$ cat src/rtl/adder_seq_pkg.sv
// -----------------------------------------------------------------------------
// adder_seq_pkg
// Shared definitions for the multi-precision add sequencer:
//   CHUNK_W   - width of one chunk handled by the shared adder
//   MAX_WORDS - largest supported number of chunks
//   K_W       - width of the chunk index register
//   state_t   - sequencer FSM states
//   ovf_calc  - two's-complement overflow from the top bits of a, b and sum
// -----------------------------------------------------------------------------
package adder_seq_pkg;

    localparam int CHUNK_W   = 6;
    localparam int MAX_WORDS = 16;
    localparam int K_W       = 4;

    typedef enum logic [1:0] {
        IDLE = 2'd0,
        ADD  = 2'd1,
        INC  = 2'd2,
        DONE = 2'd3
    } state_t;

    // Signed overflow: operands agree in sign but the result does not.
    function automatic logic ovf_calc(input logic a_msb,
                                      input logic b_msb,
                                      input logic s_msb);
        return (a_msb == b_msb) && (s_msb != a_msb);
    endfunction

endpackage

$ cat src/rtl/adder_new.sv
// -----------------------------------------------------------------------------
// adder_new
// 6-bit Kogge-Stone style parallel-prefix adder, purely combinational,
// without carry-in.
//   X, Y : 6-bit addends
//   S    : 6-bit sum
//   cout : carry out of bit 5
// -----------------------------------------------------------------------------
module adder_new (
    input  logic [5:0] X,
    input  logic [5:0] Y,
    output logic [5:0] S,
    output logic       cout
);

    logic [5:0] g0_s;
    logic [5:0] p0_s;
    logic [5:0] g1_s;
    logic [5:0] p1_s;
    logic [5:0] g2_s;
    logic [5:0] p2_s;
    logic [5:0] g3_s;

    // Prefix tree: spans of 1, 2 and 4 bits; g3_s[i] is the carry out of bit i.
    always_comb begin
        g0_s = X & Y;
        p0_s = X ^ Y;

        g1_s[0] = g0_s[0];
        p1_s[0] = p0_s[0];
        for (int i = 1; i < 6; i++) begin
            g1_s[i] = g0_s[i] | (p0_s[i] & g0_s[i-1]);
            p1_s[i] = p0_s[i] & p0_s[i-1];
        end

        g2_s[1:0] = g1_s[1:0];
        p2_s[1:0] = p1_s[1:0];
        for (int i = 2; i < 6; i++) begin
            g2_s[i] = g1_s[i] | (p1_s[i] & g1_s[i-2]);
            p2_s[i] = p1_s[i] & p1_s[i-2];
        end

        g3_s[3:0] = g2_s[3:0];
        for (int i = 4; i < 6; i++) begin
            g3_s[i] = g2_s[i] | (p2_s[i] & g2_s[i-4]);
        end

        S    = p0_s ^ {g3_s[4:0], 1'b0};
        cout = g3_s[5];
    end

endmodule

$ cat src/rtl/adder_seq_ctrl.sv
// -----------------------------------------------------------------------------
// adder_seq_ctrl
// Adds two 6*WORDS-bit operands plus a carry-in, one 6-bit chunk per cycle,
// LSB first, using a single shared adder_new instance. The shared adder has
// no carry-in, so a chunk entered with carry 1 takes a second pass (sum + 1).
//
// Parameters:
//   WORDS     - number of 6-bit chunks (1..16)
// Ports:
//   clk, rst_n          - clock, asynchronous active-low reset
//   in_valid/in_ready   - operand handshake (in_ready high only in IDLE)
//   a, b, cin           - operands and initial carry, sampled on accept
//   out_valid/out_ready - result handshake, result held until consumed
//   sum, cout           - registered result and carry out of the top chunk
//   busy                - high while adding (ADD or INC)
//   ovf                 - signed overflow, present only when ADDSEQ_OVF_EN
//                         is defined
// -----------------------------------------------------------------------------
module adder_seq_ctrl
    import adder_seq_pkg::*;
#(
    parameter int WORDS = 4
) (
    input  logic                       clk,
    input  logic                       rst_n,
    input  logic                       in_valid,
    output logic                       in_ready,
    input  logic [CHUNK_W*WORDS-1:0]   a,
    input  logic [CHUNK_W*WORDS-1:0]   b,
    input  logic                       cin,
    output logic                       out_valid,
    input  logic                       out_ready,
    output logic [CHUNK_W*WORDS-1:0]   sum,
    output logic                       cout,
    output logic                       busy
`ifdef ADDSEQ_OVF_EN
    ,
    output logic                       ovf
`endif
);

    localparam int             W      = CHUNK_W * WORDS;
    localparam logic [K_W-1:0] LAST_K = K_W'(WORDS - 1);

    state_t                 state_r;
    logic [W-1:0]           a_r;
    logic [W-1:0]           b_r;
    logic [W-1:0]           sum_r;
    logic [K_W-1:0]         k_r;
    logic                   c_r;
    logic                   c1_r;
    logic                   cout_r;
    logic                   out_valid_r;
    logic                   busy_r;
`ifdef ADDSEQ_OVF_EN
    logic                   ovf_r;
`endif

    logic [CHUNK_W-1:0]     x_s;
    logic [CHUNK_W-1:0]     y_s;
    logic [CHUNK_W-1:0]     s_s;
    logic                   co_s;
    logic                   last_s;

    assign last_s = (k_r == LAST_K);

    // Adder operand mux: chunk add in ADD, +1 carry injection in INC.
    always_comb begin
        case (state_r)
            ADD: begin
                x_s = a_r[k_r*CHUNK_W +: CHUNK_W];
                y_s = b_r[k_r*CHUNK_W +: CHUNK_W];
            end
            INC: begin
                x_s = sum_r[k_r*CHUNK_W +: CHUNK_W];
                y_s = 6'd1;
            end
            default: begin
                x_s = 6'd0;
                y_s = 6'd0;
            end
        endcase
    end

    adder_new u_adder (
        .X    (x_s),
        .Y    (y_s),
        .S    (s_s),
        .cout (co_s)
    );

    // Sequencer FSM with operand, result and handshake registers.
    always_ff @(posedge clk or negedge rst_n) begin
        if (!rst_n) begin
            state_r     <= IDLE;
            a_r         <= '0;
            b_r         <= '0;
            sum_r       <= '0;
            k_r         <= '0;
            c_r         <= 1'b0;
            c1_r        <= 1'b0;
            cout_r      <= 1'b0;
            out_valid_r <= 1'b0;
            busy_r      <= 1'b0;
`ifdef ADDSEQ_OVF_EN
            ovf_r       <= 1'b0;
`endif
        end else begin
            case (state_r)
                IDLE: begin
                    if (in_valid) begin
                        a_r     <= a;
                        b_r     <= b;
                        c_r     <= cin;
                        k_r     <= '0;
                        busy_r  <= 1'b1;
                        state_r <= ADD;
                    end else begin
                        state_r <= IDLE;
                    end
                end

                ADD: begin
                    sum_r[k_r*CHUNK_W +: CHUNK_W] <= s_s;
                    if (c_r) begin
                        // Pending carry: keep this pass's carry for the +1 pass.
                        c1_r    <= co_s;
                        state_r <= INC;
                    end else begin
                        c_r <= co_s;
                        if (last_s) begin
                            cout_r      <= co_s;
                            out_valid_r <= 1'b1;
                            busy_r      <= 1'b0;
`ifdef ADDSEQ_OVF_EN
                            ovf_r       <= ovf_calc(a_r[W-1], b_r[W-1], s_s[CHUNK_W-1]);
`endif
                            state_r     <= DONE;
                        end else begin
                            k_r     <= k_r + 4'd1;
                            state_r <= ADD;
                        end
                    end
                end

                INC: begin
                    sum_r[k_r*CHUNK_W +: CHUNK_W] <= s_s;
                    // Both passes of one chunk never carry together, so OR is exact.
                    c_r <= c1_r | co_s;
                    if (last_s) begin
                        cout_r      <= c1_r | co_s;
                        out_valid_r <= 1'b1;
                        busy_r      <= 1'b0;
`ifdef ADDSEQ_OVF_EN
                        ovf_r       <= ovf_calc(a_r[W-1], b_r[W-1], s_s[CHUNK_W-1]);
`endif
                        state_r     <= DONE;
                    end else begin
                        k_r     <= k_r + 4'd1;
                        state_r <= ADD;
                    end
                end

                DONE: begin
                    if (out_ready) begin
                        out_valid_r <= 1'b0;
                        state_r     <= IDLE;
                    end else begin
                        state_r <= DONE;
                    end
                end

                default: begin
                    out_valid_r <= 1'b0;
                    busy_r      <= 1'b0;
                    state_r     <= IDLE;
                end
            endcase
        end
    end

    assign in_ready  = (state_r == IDLE);
    assign sum       = sum_r;
    assign cout      = cout_r;
    assign out_valid = out_valid_r;
    assign busy      = busy_r;
`ifdef ADDSEQ_OVF_EN
    assign ovf       = ovf_r;
`endif

endmodule

$ cat config.mk
export PLATFORM = sky130hd
export DESIGN_NAME = adder_seq_ctrl
export DESIGN_NICKNAME = d
export VERILOG_FILES = /design/src/rtl/adder_seq_pkg.sv /design/src/rtl/adder_new.sv /design/src/rtl/adder_seq_ctrl.sv
export SDC_FILE = /design/constraint.sdc
export NUM_CORES = 1
export LEC_CHECK = 0
export ABC_AREA = 1
export CAP_MARGIN = 20
export CORE_UTILIZATION = 45
export DETAILED_ROUTE_END_ITERATION = 8
export PLACE_DENSITY = 0.69
export RECOVER_POWER = 100
export SLEW_MARGIN = 20
export SYNTH_ARGS = -nofsm -noshare
export SYNTH_HDL_FRONTEND = slang
export SYNTH_HIERARCHICAL = 1
export SYNTH_SLANG_ARGS = --single-unit
$ cat constraint.sdc
create_clock -name clk -period 3.3 [get_ports clk]
set_input_delay 0.66 -clock clk [delete_from_list [all_inputs] [get_ports clk]]
set_output_delay 0.66 -clock clk [all_outputs]
set_load 0.005 [all_outputs]
==> results.py <==
metrics = {
    "run_status": {
        "status": "complete, but fails checks",
        "violations": "max-capacitance violations, max-slew violations",
    },
    "clock_tree": {
        "cts_htree_levels": 3,
        "hold_buffers": 0,
        "cts_made_buffers": 9,
        "tritoncts": "built",
        "cts_root_buffer": "clkbuf_16",
        "insertion_delay_ns": 0.35,
        "cts_max_path_buffers": 2,
        "cts.sinks": 83,
        "path_clk_slew_ns": 0.06,
    },
    "yosys": {
        "ys_seq_area_share_pct": 39.22,
        "synth_edf_count": 0,
        "yosysMostFrequentCell": "nand2_1",
        "ys_types": 44,
        "synthesis.nets": 715,
        "synthesis.area_um2": 5296,
        "synth.top_cells.by_area": "dfrtp_1 39%, mux2_2 10%, nand2_1 8.3%, nor2_1 6.3%, o21ai_0 5.2%",
        "synth_top_cell_by_area": "dfrtp_1",
        "async_flop_share_pct": 100.0,
        "yosysWarnings": 6,
        "synth_top_area_share_pct": 39.22,
        "avgSynthCellArea_um2": 8.250,
        "ys.flop_type": "dfrtp_1",
        "synthTopCellsByCount": "117 x nand2_1, 89 x nor2_1, 83 x dfrtp_1",
        "syn_inst": 642,
        "ys_ff_latch": 83,
    },
    "route": {
        "drt_iter0_markers": 414,
        "drcViolationCount": 0,
        "viasPerCell": 5.505,
        "routed_wl_um": 14990,
        "first_pass_iters": 5,
        "via_count": 5015,
        "wire_per_inst_um": 16.46,
        "ant_nets": 0,
    },
    "global_routing": {
        "grt_max_degree": 84,
        "grt_pass1_wl_um": 24070,
        "grt_antenna_before_repair": 1,
        "grt_pass1_vias": 4894,
        "grt_overflow_total": 0,
        "grtUsageTotal_pct": 24.95,
    },
    "power_and_ir_drop": {
        "p_leak_nw": 3.235,
        "seqPwrFrac_pct": 23.0,
        "clock_power_share_pct": 12.5,
        "p_int_mw": 4.190,
        "p_per_area_nw_per_um2": 1115,
        "switching_share_pct": 47.01,
        "irDropWorstVdd_mv": 0.6197,
        "power.share.combinational_pct": 64.5,
        "power.switching_mw": 3.717,
    },
    "die": {
        "core-area_um2": 11470,
        "die_h_um": 110.5,
        "dieWidth_um": 110.5,
        "dieArea_um2": 12210,
        "rows": 39,
        "initial_core_util_pct": 46.19,
        "io_pins": 81,
    },
    "placed_design": {
        "place.port_buffers": 80,
        "place.gp.congestion": 0.9530,
        "post-dp-hpwl_um": 11460,
        "dp.cells": 882,
    },
    "sta": {
        "report.final.slew_viol_count": 84,
        "max-slew-margin-rel_pct": -39.02,
        "fin_tns_setup_ns": 0,
        "finClkSkew_ns": 0.006900,
        "min_period_ns": 3.223,
        "tightest_slew_ns": 2.085,
        "fin_crit_sh_pct": 97.66,
        "finalSetupViolations": 0,
        "finalHoldViolCount": 0,
        "grt_setup_unrepaired": "true",
        "fmax_ghz": 0.3103,
    },
    "critical_path": {
        "cp.required_ns": 3.58,
        "cpMaxStageDelayCell": "dfrtp_1",
        "critPathMaxFanout": 3,
        "crit_family": "simple AND/OR/NAND/NOR gates",
        "crit_buf_inv": 4,
        "path_class": "reg2reg",
        "cp_common_cell": "inv_2",
        "worst_setup_path_end_kind": "flop",
        "critical_path_arrival_ns": 3.50,
        "cp-start-kind": "flop",
        "r2r_setup_slack_ns": 0.08,
        "cpPeakStageDelay_ns": 0.39,
        "crit_chain": "inv_2, ha_4, inv_2, nor3_4, nand2_2, a221o_1, o21ai_1, ha_2, inv_2, fa_2, inv_2, nand3_2, nand2_4, xor2_4, nand2_2, nor2_2, a21oi_1, nor2_1, nand2_1, o21ai_1, nand4_1, nand2_1",
    },
    "run": {
        "cap_violations": 1,
    },
    "final_layout": {
        "utilization_pct": 61.84,
        "area_delta_synth_final_pct": 33.90,
        "drive_gt1_share_pct": 26.86,
        "nets": 835,
        "instances_no_fill": 911,
    },
    "worst_hold_path": {
        "hp-class": "reg2reg",
    },
}
[layout make-up]
type | instances | area [µm²]
inverter | 57 | 234.0
timing repair buffer | 134 | 1210
multi-input combinational | 477 | 3100
tap | 143 | 178.9
clock buffer | 12 | 236.5
antenna | 1 | 2.502
sequential | 83 | 2078
clock inverter | 4 | 51.30
fill | 1012 | 4375
[what timing repair did]
action                                 4_1_cts  5_1_grt
setup endpoints to repair                   18       26
resized for setup                           19       63
pin swaps                                   12       29
gates cloned                                 0        0
endpoints found under the hold margin        0        0
buffers inserted                             6        8
[state kept, by name, summed over array words and instances, names as in the netlist]
name	cells
a_r	24
b_r	24
sum	24
k_r	4
state_r	2
busy	1
c1_r	1
c_r	1
cout	1
out_valid	1
[metrics by stage]
step / hold WS, ns / area, µm² / setup slack (ns) / total power [mW]
6_report: 0.4999 / 7092 / 0.07729 / 7.907
5_1_grt: 0.5196 / 7089 / -0.07908 / 8.476
4_1_cts: 0.5040 / 6857 / 0.01178 / 7.499
3_5_place_dp: 0.4903 / 6475 / -0.2644 / 6.345
3_3_place_gp: 0.4708 / 6475 / -0.07744 / 6.290
2_1_floorplan: 0.3644 / 5296 / 0.03612 / 4.758
[placed cells by master, fill, tap and decap left out, drive strengths merged, types with 2 or more instances in the layout]
cell type / instances
clkbuf: 15
o211ai: 2
nand3: 43
o31ai: 6
clkdlybuf4s50: 51
o21ai: 63
inv: 55
o221ai: 8
nor3: 4
nand2: 128
nor2: 99
nand3b: 3
fa: 2
mux2: 48
xnor2: 4
a32oi: 2
nand4: 5
a21oi: 29
ha: 18
a31oi: 7
buf: 52
dlygate4sd3: 28
dfrtp: 83
a22oi: 3
clkinv: 4
[power by group through the flow]
stage / clock network, mW / registers (mW) / logic, mW
floorplan: 0 / 1.69 / 3.07
global placement: 0 / 1.82 / 4.47
detailed placement: 0 / 1.83 / 4.51
CTS: 1.01 / 1.82 / 4.67
global route: 1.05 / 1.87 / 5.55
finish: 0.992 / 1.82 / 5.10
[final timing paths]
kind                            cells past startpoint                  end                  from
worst max-delay path                               22   sum[2]$_DFFE_PN0P_  state_r[1]$_DFF_PN0_
worst min-delay path                                1  a_r[23]$_DFFE_PN0P_   a_r[23]$_DFFE_PN0P_
worst max register to register                     22   sum[2]$_DFFE_PN0P_  state_r[1]$_DFF_PN0_
worst min register to register                      1  a_r[23]$_DFFE_PN0P_   a_r[23]$_DFFE_PN0P_
max in group asynchronous                           1   k_r[0]$_DFFE_PN0P_                 rst_n
min in group asynchronous                           1  sum[19]$_DFFE_PN0P_                 rst_n
[logic make-up after synthesis]
kind of cell    after synthesis  share of synthesized area (%)
mux                          48                          10.21
compound gates              122                          13.11
flops                        83                          39.22
xor+xnor                      5                          1.323
fa+ha+maj                    20                          5.008
buf+inv                      82                          6.804
simple gates                282                          24.33
[per-layer routing]
metal | up-vias | wire, µm | GRT usage [%]
met5 | - | 0 | 0
met2 | 174 | 7495 | 42.28
met3 | 32 | 773 | 4.830
met4 | 0 | 357 | 10.31
met1 | 2406 | 6365 | 31.07
li1 | 2403 | - | -
[worst register-to-register path, delay by kind of cell (launching register included)]
kind / cells / cell delay, ns
flip-flops: 1 / 0.39
AO/OA/AOI/OAI: 4 / 0.52
AND/OR/NAND/NOR: 10 / 0.99
XOR/XNOR: 1 / 0.18
buffers and inverters: 4 / 0.24
adder cells (fa/ha/maj): 3 / 0.85
(Power assumes the default switching activity.)
